$ cat config.mk
export PLATFORM = sky130hd
export DESIGN_NAME = tx_byte_scheduler_flat
export DESIGN_NICKNAME = d
export VERILOG_FILES = /design/src/rtl/tx_byte_scheduler_if.sv /design/src/rtl/tx_byte_scheduler.sv /design/src/flat_wrapper.sv
export SDC_FILE = /design/constraint.sdc
export NUM_CORES = 1
export LEC_CHECK = 0
export ABC_AREA = 1
export CORE_UTILIZATION = 56
export DETAILED_ROUTE_END_ITERATION = 6
export PLACE_DENSITY = 0.77
export SLEW_MARGIN = 5
export SYNTH_ARGS = -nofsm -noshare
export SYNTH_HDL_FRONTEND = slang
export SYNTH_SLANG_ARGS = --single-unit
$ cat constraint.sdc
create_clock -name Clk -period 2.41 [get_ports Clk]
set_input_delay 0.241 -clock Clk [delete_from_list [all_inputs] [get_ports Clk]]
set_output_delay 0.241 -clock Clk [all_outputs]
set_load 0.05 [all_outputs]
$ cat src/rtl/tx_byte_scheduler_if.sv
`default_nettype none
// +------------------------------------------------------------------+
// | tx_byte_scheduler_if : host-side bus of the transmit scheduler.  |
// | Rev 1.0                                                          |
// +------------------------------------------------------------------+
interface tx_byte_scheduler_if #(
    parameter int DEPTH = 8
) ();
    localparam int c_cnt_w = $clog2(DEPTH) + 1;

    logic               WrEn;
    logic [7:0]         WrData;
    logic               Full;
    logic               Empty;
    logic [c_cnt_w-1:0] Count;
    logic               Overflow;
    logic               ClrOvf;
    logic               TxEnable;
    logic               Send;
    logic [7:0]         PDin;
    logic               Busy;

    modport master (
        output WrEn, WrData, ClrOvf, TxEnable,
        input  Full, Empty, Count, Overflow, Send, PDin, Busy
    );

    modport slave (
        input  WrEn, WrData, ClrOvf, TxEnable,
        output Full, Empty, Count, Overflow, Send, PDin, Busy
    );
endinterface
`default_nettype wire

$ cat src/rtl/tx_byte_scheduler.sv
`default_nettype none
// +------------------------------------------------------------------+
// | tx_byte_scheduler : byte FIFO feeding paced Send pulses to the   |
// | serial transmitter.                              Rev 1.0         |
// +------------------------------------------------------------------+
module tx_byte_scheduler #(
    parameter int DEPTH        = 8,
    parameter int FRAME_CYCLES = 12
) (
    input  wire logic          Clk,
    input  wire logic          Rst_n,
    tx_byte_scheduler_if.slave bus
);
    localparam int c_addr_w = $clog2(DEPTH);
    localparam int c_cnt_w  = c_addr_w + 1;
    localparam int c_gap_w  = $clog2(FRAME_CYCLES);
    localparam logic [c_gap_w-1:0] c_gap_init = c_gap_w'(FRAME_CYCLES - 1);
    localparam logic [c_gap_w-1:0] c_gap_last = c_gap_w'(1);

    typedef enum logic [0:0] {
        IDLE = 1'b0,
        WAIT = 1'b1
    } state_t;

    logic [7:0]          mem_q [DEPTH];
    logic [c_addr_w-1:0] wr_ptr_q, wr_ptr_d;
    logic [c_addr_w-1:0] rd_ptr_q, rd_ptr_d;
    logic [c_cnt_w-1:0]  count_q,  count_d;
    logic                ovf_q,    ovf_d;
    state_t              state_q,  state_d;
    logic                send_q,   send_d;
    logic [7:0]          pdin_q,   pdin_d;
    logic [c_gap_w-1:0]  gap_q,    gap_d;

    logic w_full;
    logic w_empty;
    logic w_wr_ok;
    logic w_pop;

    assign w_full  = (count_q == c_cnt_w'(DEPTH));
    assign w_empty = (count_q == '0);
    // Full is judged on the pre-edge count, so a simultaneous pop does not rescue a write.
    assign w_wr_ok = bus.WrEn && !w_full;

    always_comb begin
        state_d = state_q;
        send_d  = 1'b0;
        pdin_d  = pdin_q;
        gap_d   = gap_q;
        w_pop   = 1'b0;
        case (state_q)
            IDLE: begin
                if (bus.TxEnable && !w_empty) begin
                    send_d  = 1'b1;
                    pdin_d  = mem_q[rd_ptr_q];
                    w_pop   = 1'b1;
                    gap_d   = c_gap_init;
                    state_d = WAIT;
                end
            end
            WAIT: begin
                gap_d = gap_q - c_gap_w'(1);
                if (gap_q == c_gap_last) begin
                    state_d = IDLE;
                end
            end
            default: begin
                state_d = IDLE;
            end
        endcase
    end

    always_comb begin
        wr_ptr_d = wr_ptr_q;
        rd_ptr_d = rd_ptr_q;
        count_d  = count_q;
        ovf_d    = ovf_q;
        if (w_wr_ok) begin
            wr_ptr_d = wr_ptr_q + c_addr_w'(1);
        end
        if (w_pop) begin
            rd_ptr_d = rd_ptr_q + c_addr_w'(1);
        end
        case ({w_wr_ok, w_pop})
            2'b10:   count_d = count_q + c_cnt_w'(1);
            2'b01:   count_d = count_q - c_cnt_w'(1);
            default: count_d = count_q;
        endcase
        // A dropped write wins over a clear arriving in the same cycle.
        if (bus.WrEn && w_full) begin
            ovf_d = 1'b1;
        end else if (bus.ClrOvf) begin
            ovf_d = 1'b0;
        end
    end

    always_ff @(posedge Clk or negedge Rst_n) begin
        if (!Rst_n) begin
            state_q  <= IDLE;
            send_q   <= 1'b0;
            pdin_q   <= 8'h00;
            gap_q    <= '0;
            wr_ptr_q <= '0;
            rd_ptr_q <= '0;
            count_q  <= '0;
            ovf_q    <= 1'b0;
        end else begin
            state_q  <= state_d;
            send_q   <= send_d;
            pdin_q   <= pdin_d;
            gap_q    <= gap_d;
            wr_ptr_q <= wr_ptr_d;
            rd_ptr_q <= rd_ptr_d;
            count_q  <= count_d;
            ovf_q    <= ovf_d;
        end
    end

    always_ff @(posedge Clk) begin
        if (w_wr_ok) begin
            mem_q[wr_ptr_q] <= bus.WrData;
        end
    end

    assign bus.Full     = w_full;
    assign bus.Empty    = w_empty;
    assign bus.Count    = count_q;
    assign bus.Overflow = ovf_q;
    assign bus.Send     = send_q;
    assign bus.PDin     = pdin_q;
    assign bus.Busy     = (state_q == WAIT);

endmodule
`default_nettype wire

$ cat src/flat_wrapper.sv
// flat-port wrapper written by rule: the top's interface ports become plain ports
module tx_byte_scheduler_flat 
#(
    parameter int DEPTH        = 8,
    parameter int FRAME_CYCLES = 12
)
  (Clk, Rst_n, bus_WrEn, bus_WrData, bus_ClrOvf, bus_TxEnable, bus_Full, bus_Empty, bus_Count, bus_Overflow, bus_Send, bus_PDin, bus_Busy);
  tx_byte_scheduler_if #(.DEPTH(DEPTH)) bus_i ();
  input  wire logic Clk;
  input  wire logic Rst_n;
  input wire logic [$bits(bus_i.WrEn)-1:0] bus_WrEn;
  input wire logic [$bits(bus_i.WrData)-1:0] bus_WrData;
  input wire logic [$bits(bus_i.ClrOvf)-1:0] bus_ClrOvf;
  input wire logic [$bits(bus_i.TxEnable)-1:0] bus_TxEnable;
  output wire logic [$bits(bus_i.Full)-1:0] bus_Full;
  output wire logic [$bits(bus_i.Empty)-1:0] bus_Empty;
  output wire logic [$bits(bus_i.Count)-1:0] bus_Count;
  output wire logic [$bits(bus_i.Overflow)-1:0] bus_Overflow;
  output wire logic [$bits(bus_i.Send)-1:0] bus_Send;
  output wire logic [$bits(bus_i.PDin)-1:0] bus_PDin;
  output wire logic [$bits(bus_i.Busy)-1:0] bus_Busy;
  assign bus_i.WrEn = bus_WrEn;
  assign bus_i.WrData = bus_WrData;
  assign bus_i.ClrOvf = bus_ClrOvf;
  assign bus_i.TxEnable = bus_TxEnable;
  assign bus_Full = bus_i.Full;
  assign bus_Empty = bus_i.Empty;
  assign bus_Count = bus_i.Count;
  assign bus_Overflow = bus_i.Overflow;
  assign bus_Send = bus_i.Send;
  assign bus_PDin = bus_i.PDin;
  assign bus_Busy = bus_i.Busy;
  tx_byte_scheduler #(.DEPTH(DEPTH), .FRAME_CYCLES(FRAME_CYCLES)) u_core (.Clk(Clk), .Rst_n(Rst_n), .bus(bus_i));
endmodule
==> run summary, run 1 <==
status = finished, violations left
failing checks = DRC
Achievable Freq = 440 MHz
Die Y = 84.2 µm
final setup fails = 0
Crit. End Element = primary output
combinational share of power = 40.6%
slowest CP cell = clkdlybuf4s50_1
Final HPWL DP = 4690 µm
RD Place Congestion = 0.807
Clock Power Share = 18.6%
core footprint = 6420 µm²
Seq cells post-synth = 89
Post-CTS Resized = 0
multiplexer area fraction after synthesis = 0%
post-synthesis sequential area ratio = 67.3%
critical path required time = 2.17 ns
Root Buffer Master = clkbuf_8
Storage cell area = 2550 µm²
number of vias per cell = 5.47
postcts setup bufs = 0
clk_skew = 0.0179 ns
critical path cell sequence = nor2_2 > nand3_2 > inv_1 > clkdlybuf4s50_1
compound-gate portion of the synthesized area = 6.15%
initial antenna violation count = 0
Slew Limit Headroom = 66.3%
crit-path max cell delay = 0.80 ns
Die X = 84.2 µm
Worst-Skew Late Latency = 0.36 ns
P&R area growth vs syn = 14.3%
fillers = 489
CTS buffer count = 9
clk sinks = 89
gr ovfl total = 0
routed vias = 2482
TritonRoute pass-1 iters = 7
PnR worst setup slack = 0.138 ns
worst hold path type = primary input to asynchronous set/reset pin
Setup TNS Final = 0 ns
Total GRT Usage = 22.5%
max-cap violations = 0
CP Class = flop to primary output
final hold viol count = 0
RSZ-0062 raised after global routing = false
H-tree levels = 3
Cell Rows = 29
first-pass GRT wire length = 11600 µm
CTS Buffer Depth = 2
leading cell type in the layout, fill and taps excluded = nor2_1
CTS tree = done
sw frac = 41.0%
Antenna diodes = 0
1st-iter DRT viols = 302
PD cells = 1270 nW/µm²
Setup crit start kind = flop
Mapped Area = 3780 µm²
Max VDD drop = 0.567 mV
initial cell density of the core = 58.9%
Seq pwr share = 40.8%
die footprint = 7090 µm²
Antenna Nets Post-Route = 0
I/O Buffers = 29
highest-count cells in the layout ignoring fill and taps = 73 x nor2_1, 64 x edfxtp_1, 41 x nand2_1, 29 x clkdlybuf4s50_1, 28 x nand3_1
Worst-Margin Slew = 0.504 ns
post-route minimum period = 2.27 ns
hold_buf cts = 0
Clock Pin Slew Worst Setup and Hold Paths = 0.10 ns
multi-input logic area = 1030 µm²
YS warnings = 0
post-synthesis xor/xnor area fraction = 1.62%
Worst Path Max Fanout = 6
Cell variety after synth = 25
largest family of logic cells by synthesized area = simple AND/OR/NAND/NOR gates
DRC viols = 2
largest net degree at the start of global routing = 34
Place WS = 0.450 ns
Post-Synth Simple-Gate Area = 17.1%
share of cells above drive strength 1 = 11.1%
sw power = 0.00226 W
internal power = 0.00325 W
Final Max Tran Viols = 0
final wirelength = 7320 µm
vias in the first global route = 2361
Pleak = 1.71 nW
Syn Inst Count = 333
post-synthesis adder-cell area fraction = 2.31%
Final Cycle Share = 94.3%
mean post-synth cell area = 11.4 µm²
# IOs = 30
crit path DAT = 2.03 ns
WL/cell = 16.1 µm
Synth Net Count = 353
fin nets = 392
[power by group through the flow]
stage	Clock [W]	Combinational (W)	Sequential (W)
floorplan	0	0.00142	0.00256
global placement	0	0.00217	0.00227
detailed placement	0	0.00223	0.00228
CTS	0.00103	0.00224	0.00225
global route	0.00109	0.00245	0.00230
finish	0.00102	0.00224	0.00225
[critical path: cells and delay by family (launching register included)]
family | cells | cell delay (ns)
and+or+nand+nor | 2 | 0.33
DFF | 1 | 0.45
buffers and inverters | 2 | 0.89
[state kept, by name, summed over array words and instances, names as in the netlist]
name / count
u_core.bus.Send: 1
u_core.bus.Busy: 1
u_core.wr_ptr_q: 3
u_core.mem_q: 64
u_core.bus.Overflow: 1
u_core.gap_q: 4
u_core.bus.Count: 4
u_core.rd_ptr_q: 3
u_core.bus.PDin: 8
[through the flow]
step	hold WS [ns]	area [µm²]	util [%]	cells	power [W]
3_5_place_dp	0.467	4130	64.3	438	0.00451
2_1_floorplan	-0.0546	3780	-	333	0.00398
3_3_place_gp	0.466	4130	64.3	438	0.00444
4_1_cts	0.245	4330	67.3	454	0.00551
6_report	0.245	4330	67.3	454	0.00551
5_1_grt	0.268	4330	67.3	454	0.00583
[Yosys cell counts]
library cell,number,area (µm²)
ha_1,7,87.6
buf_4,1,7.51
nand3_1,28,140
a31oi_1,2,12.5
buf_6,10,113
nand2_2,1,6.26
nor2_2,5,31.3
edfxtp_1,64,1920
inv_4,2,12.5
nor2_1,73,274
buf_2,2,10.0
dfrtp_1,25,626
a21oi_1,3,15.0
nand3_2,2,20.0
a22oi_1,2,15.0
xnor2_1,2,17.5
or2_4,1,8.76
inv_1,14,52.6
inv_2,3,11.3
nand2_4,1,11.3
xor2_1,5,43.8
nand2_1,41,154
o21ai_0,16,80.1
o21ai_1,22,110
clkinv_1,1,3.75
[cell families after synthesis]
logic type | count (synthesis)
DFF | 89
AOI/OAI and AO/OA | 45
xor gates and xnor gates | 7
adders and majority gates | 7
buffers and inverters | 33
and+or+nand+nor | 152
[area by class of cell]
cell class	count	area share [%]
clock inverter	6	1.53
timing repair buffer	41	8.79
multi-input combinational	211	23.7
sequential	89	58.9
clock buffer	10	2.95
tap	77	2.23
inverter	20	1.85
[path summary, 6_finish.rpt]
check | start | end | slack (ns) | cells after the start
worst max-delay path | u_core.bus.Count[1]$_DFFE_PN0P_ | bus_Full | 0.14 | 4
worst min-delay path | Rst_n | u_core.bus.PDin[6]$_DFFE_PN0P_ | 0.24 | 2
worst max register to register | u_core.bus.Count[1]$_DFFE_PN0P_ | u_core.bus.Count[2]$_DFFE_PN0P_ | 0.45 | 11
worst min register to register | u_core.bus.PDin[2]$_DFFE_PN0P_ | u_core.bus.PDin[2]$_DFFE_PN0P_ | 0.49 | 2
max in group asynchronous | Rst_n | u_core.wr_ptr_q[2]$_DFFE_PN0P_ | 1.90 | 2
min in group Clk | bus_ClrOvf | u_core.bus.Overflow$_DFFE_PN0P_ | 0.48 | 2
[layer usage]
layer | track usage (%) | share of wire (%) | vias up
li1 | - | - | 1202
met1 | 31.2 | 44 | 1179
met2 | 33.5 | 46 | 85
met3 | 5.31 | 7.3 | 16
met4 | 11.8 | 2.4 | 0
met5 | 0 | 0 | -
No activity file was read; power rests on OpenSTA's default activity.
==> run 2, diff against run 1 <==
Settings changed: CORE_UTILIZATION 56 to 57, PLACE_DENSITY 0.77 to 0.78, REMOVE_ABC_BUFFERS set to 1.
==> run 2 against run 1 <==
Compared with the run above: the flow now finishes without violations; wire length down 2.8%; first-iteration DRC count down 38%; cell count unchanged; via count up 0.20%; critical path depth unchanged; sequential cell count unchanged; register-to-register slack about the same; non-clock buffer count unchanged; critical endpoint unchanged.
==> run summary, run 2 (synthesized netlist as in run 1, its figures left out) <==
final wirelength = 7120 µm (was 7320 µm)
WL/cell = 15.7 µm (was 16.1 µm)
Die Y = 83.5 µm (was 84.2 µm)
share of cells above drive strength 1 = 11.4% (was 11.1%)
Pleak = 1.70 nW (was 1.71 nW)
Place WS = 0.404 ns (was 0.450 ns)
postcts setup bufs = 0 (unchanged)
largest net degree at the start of global routing = 34 (unchanged)
combinational share of power = 41.1% (was 40.6%)
crit path DAT = 1.99 ns (was 2.03 ns)
Clock Power Share = 18.0% (was 18.6%)
worst r2r dst = u_core.bus.Count[2]$_DFFE_PN0P_ (unchanged)
# IOs = 30 (unchanged)
post-route minimum period = 2.24 ns (was 2.27 ns)
PD cells = 1270 nW/µm² (about the same)
DRC viols = 0 (was 2)
Slew Limit Headroom = 66.4% (was 66.3%)
Setup TNS Final = 0 ns (unchanged)
I/O Buffers = 29 (unchanged)
Clock Pin Slew Worst Setup and Hold Paths = 0.10 ns (about the same)
fillers = 455 (was 489)
critical path required time = 2.17 ns (about the same)
final hold viol count = 0 (unchanged)
RD Place Congestion = 0.849 (was 0.807)
RSZ-0062 raised after global routing = false (unchanged)
TritonRoute pass-1 iters = 4 (was 7)
worst hold path type = primary input to asynchronous set/reset pin (unchanged)
Setup crit start kind = flop (unchanged)
CP Class = flop to primary output (unchanged)
CTS buffer count = 9 (unchanged)
internal power = 0.00317 W (was 0.00325 W)
initial antenna violation count = 0 (unchanged)
critical path buffer and inverter count = 2 (unchanged)
P&R area growth vs syn = 14.3% (unchanged)
Final HPWL DP = 4550 µm (was 4690 µm)
Worst Path Max Fanout = 6 (unchanged)
crit-path max cell delay = 0.80 ns (about the same)
max-cap violations = 0 (unchanged)
Post-CTS Resized = 0 (unchanged)
H-tree levels = 3 (unchanged)
Final Max Tran Viols = 0 (unchanged)
multi-input logic area = 1030 µm² (unchanged)
Antenna Nets Post-Route = 0 (unchanged)
clk sinks = 89 (unchanged)
1st-iter DRT viols = 187 (was 302)
gr ovfl total = 0 (unchanged)
hold_buf cts = 0 (unchanged)
Achievable Freq = 447 MHz (was 440 MHz)
Max VDD drop = 0.787 mV (was 0.567 mV)
CTS tree = done (unchanged)
PnR worst setup slack = 0.175 ns (was 0.138 ns)
reg-to-reg startpoint = u_core.bus.Count[1]$_DFFE_PN0P_ (unchanged)
max reg flops = 64 (unchanged)
vias in the first global route = 2282 (was 2361)
leading cell type in the layout, fill and taps excluded = nor2_1 (unchanged)
Worst-Margin Slew = 0.504 ns (about the same)
PnR Total Power = 0.00547 W (was 0.00551 W)
Total GRT Usage = 21.7% (was 22.5%)
clk_skew = 0.0128 ns (was 0.0179 ns)
fin nets = 392 (unchanged)
sw power = 0.00230 W (was 0.00226 W)
core footprint = 6390 µm² (was 6420 µm²)
Crit. End Element = primary output (unchanged)
Top delay family on crit path = buffers and inverters (unchanged)
final setup fails = 0 (unchanged)
initial cell density of the core = 59.3% (was 58.9%)
number of vias per cell = 5.48 (was 5.47)
routed vias = 2487 (was 2482)
Antenna diodes = 0 (unchanged)
status = finished clean (was finished, violations left)
FF-to-FF path depth = 11 (unchanged)
Storage cell area = 2550 µm² (unchanged)
register-to-register setup slack = 0.44 ns (was 0.45 ns)
Final Cycle Share = 92.7% (was 94.3%)
Root Buffer Master = clkbuf_8 (unchanged)
Most flops, register = u_core.mem_q (unchanged)
CTS Buffer Depth = 2 (unchanged)
Seq pwr share = 41.0% (was 40.8%)
slowest CP cell = clkdlybuf4s50_1 (unchanged)
sw frac = 42.1% (was 41.0%)
Cell Rows = 29 (unchanged)
Worst-Skew Late Latency = 0.37 ns (was 0.36 ns)
first-pass GRT wire length = 11200 µm (was 11600 µm)
die footprint = 6970 µm² (was 7090 µm²)
Die X = 83.5 µm (was 84.2 µm)
highest-count cells in the layout ignoring fill and taps = 73 x nor2_1, 64 x edfxtp_1, 41 x nand2_1, 29 x clkdlybuf4s50_1, 28 x nand3_1 (unchanged)
critical path cell sequence = nor2_2 > nand3_2 > inv_1 > clkdlybuf4s50_1 (unchanged)
==> run 2: changes by cell type in the layout (fill, tap and decap cells not counted), sizes merged <==
| cell | change |
|---|---|
| bufinv | -1 |
| clkinvlp | +1 |
| inv | +1 |
| clkbuf | -1 |
==> run 2: power by group through the flow <==
stage / Sequential [W] / Clock [W] / Combinational [W]
after floorplan: 0.00266 / 0 / 0.00112
after global placement: 0.00226 / 0 / 0.00219
after detailed placement: 0.00227 / 0 / 0.00225
after CTS: 0.00224 / 0.000991 / 0.00225
after global routing: 0.00229 / 0.00105 / 0.00246
final: 0.00224 / 0.000983 / 0.00225
==> run 2: cell type report <==
type                    count  area share (%)
clock buffers               9            2.86
clock inverters             7            1.62
inverters                  20            1.85
multi-input cells         211            23.7
flip-flops and latches     89            58.9
well taps                  77            2.23
repair buffers             41            8.79
==> run 2: per-layer routing <==
metal,global-route usage [%],vias to the layer above,share of wire (%)
li1,-,1205,-
met1,27.5,1187,41
met2,35.7,79,50
met3,4.95,16,5.7
met4,10.5,0,2.3
met5,0,-,0
==> run 2: worst max-delay path by stage <==
stage                               startpoint                              end  slack, ns  cells past startpoint
6_report       u_core.bus.Count[1]$_DFFE_PN0P_                         bus_Full       0.17                      4
5_1_grt        u_core.bus.Count[1]$_DFFE_PN0P_                         bus_Full       0.08                      4
3_5_place_dp                      bus_TxEnable  u_core.bus.Count[2]$_DFFE_PN0P_       0.40                     11
3_3_place_gp                      bus_TxEnable  u_core.bus.Count[2]$_DFFE_PN0P_       0.49                     11
2_1_floorplan  u_core.bus.Count[2]$_DFFE_PN0P_  u_core.bus.Count[2]$_DFFE_PN0P_       0.10                     12
4_1_cts        u_core.bus.Count[1]$_DFFE_PN0P_                         bus_Full       0.15                      4
==> run 2: through the flow <==
step                std cells  hold slack, ns  area, µm²  utilization (%)
floorplan                 320         -0.0546       3650                -
global placement          438           0.466       4130             64.7
detailed placement        438           0.472       4130             64.7
CTS                       454           0.256       4330             67.7
global route              454           0.257       4330             67.7
finish                    454           0.242       4330             67.7
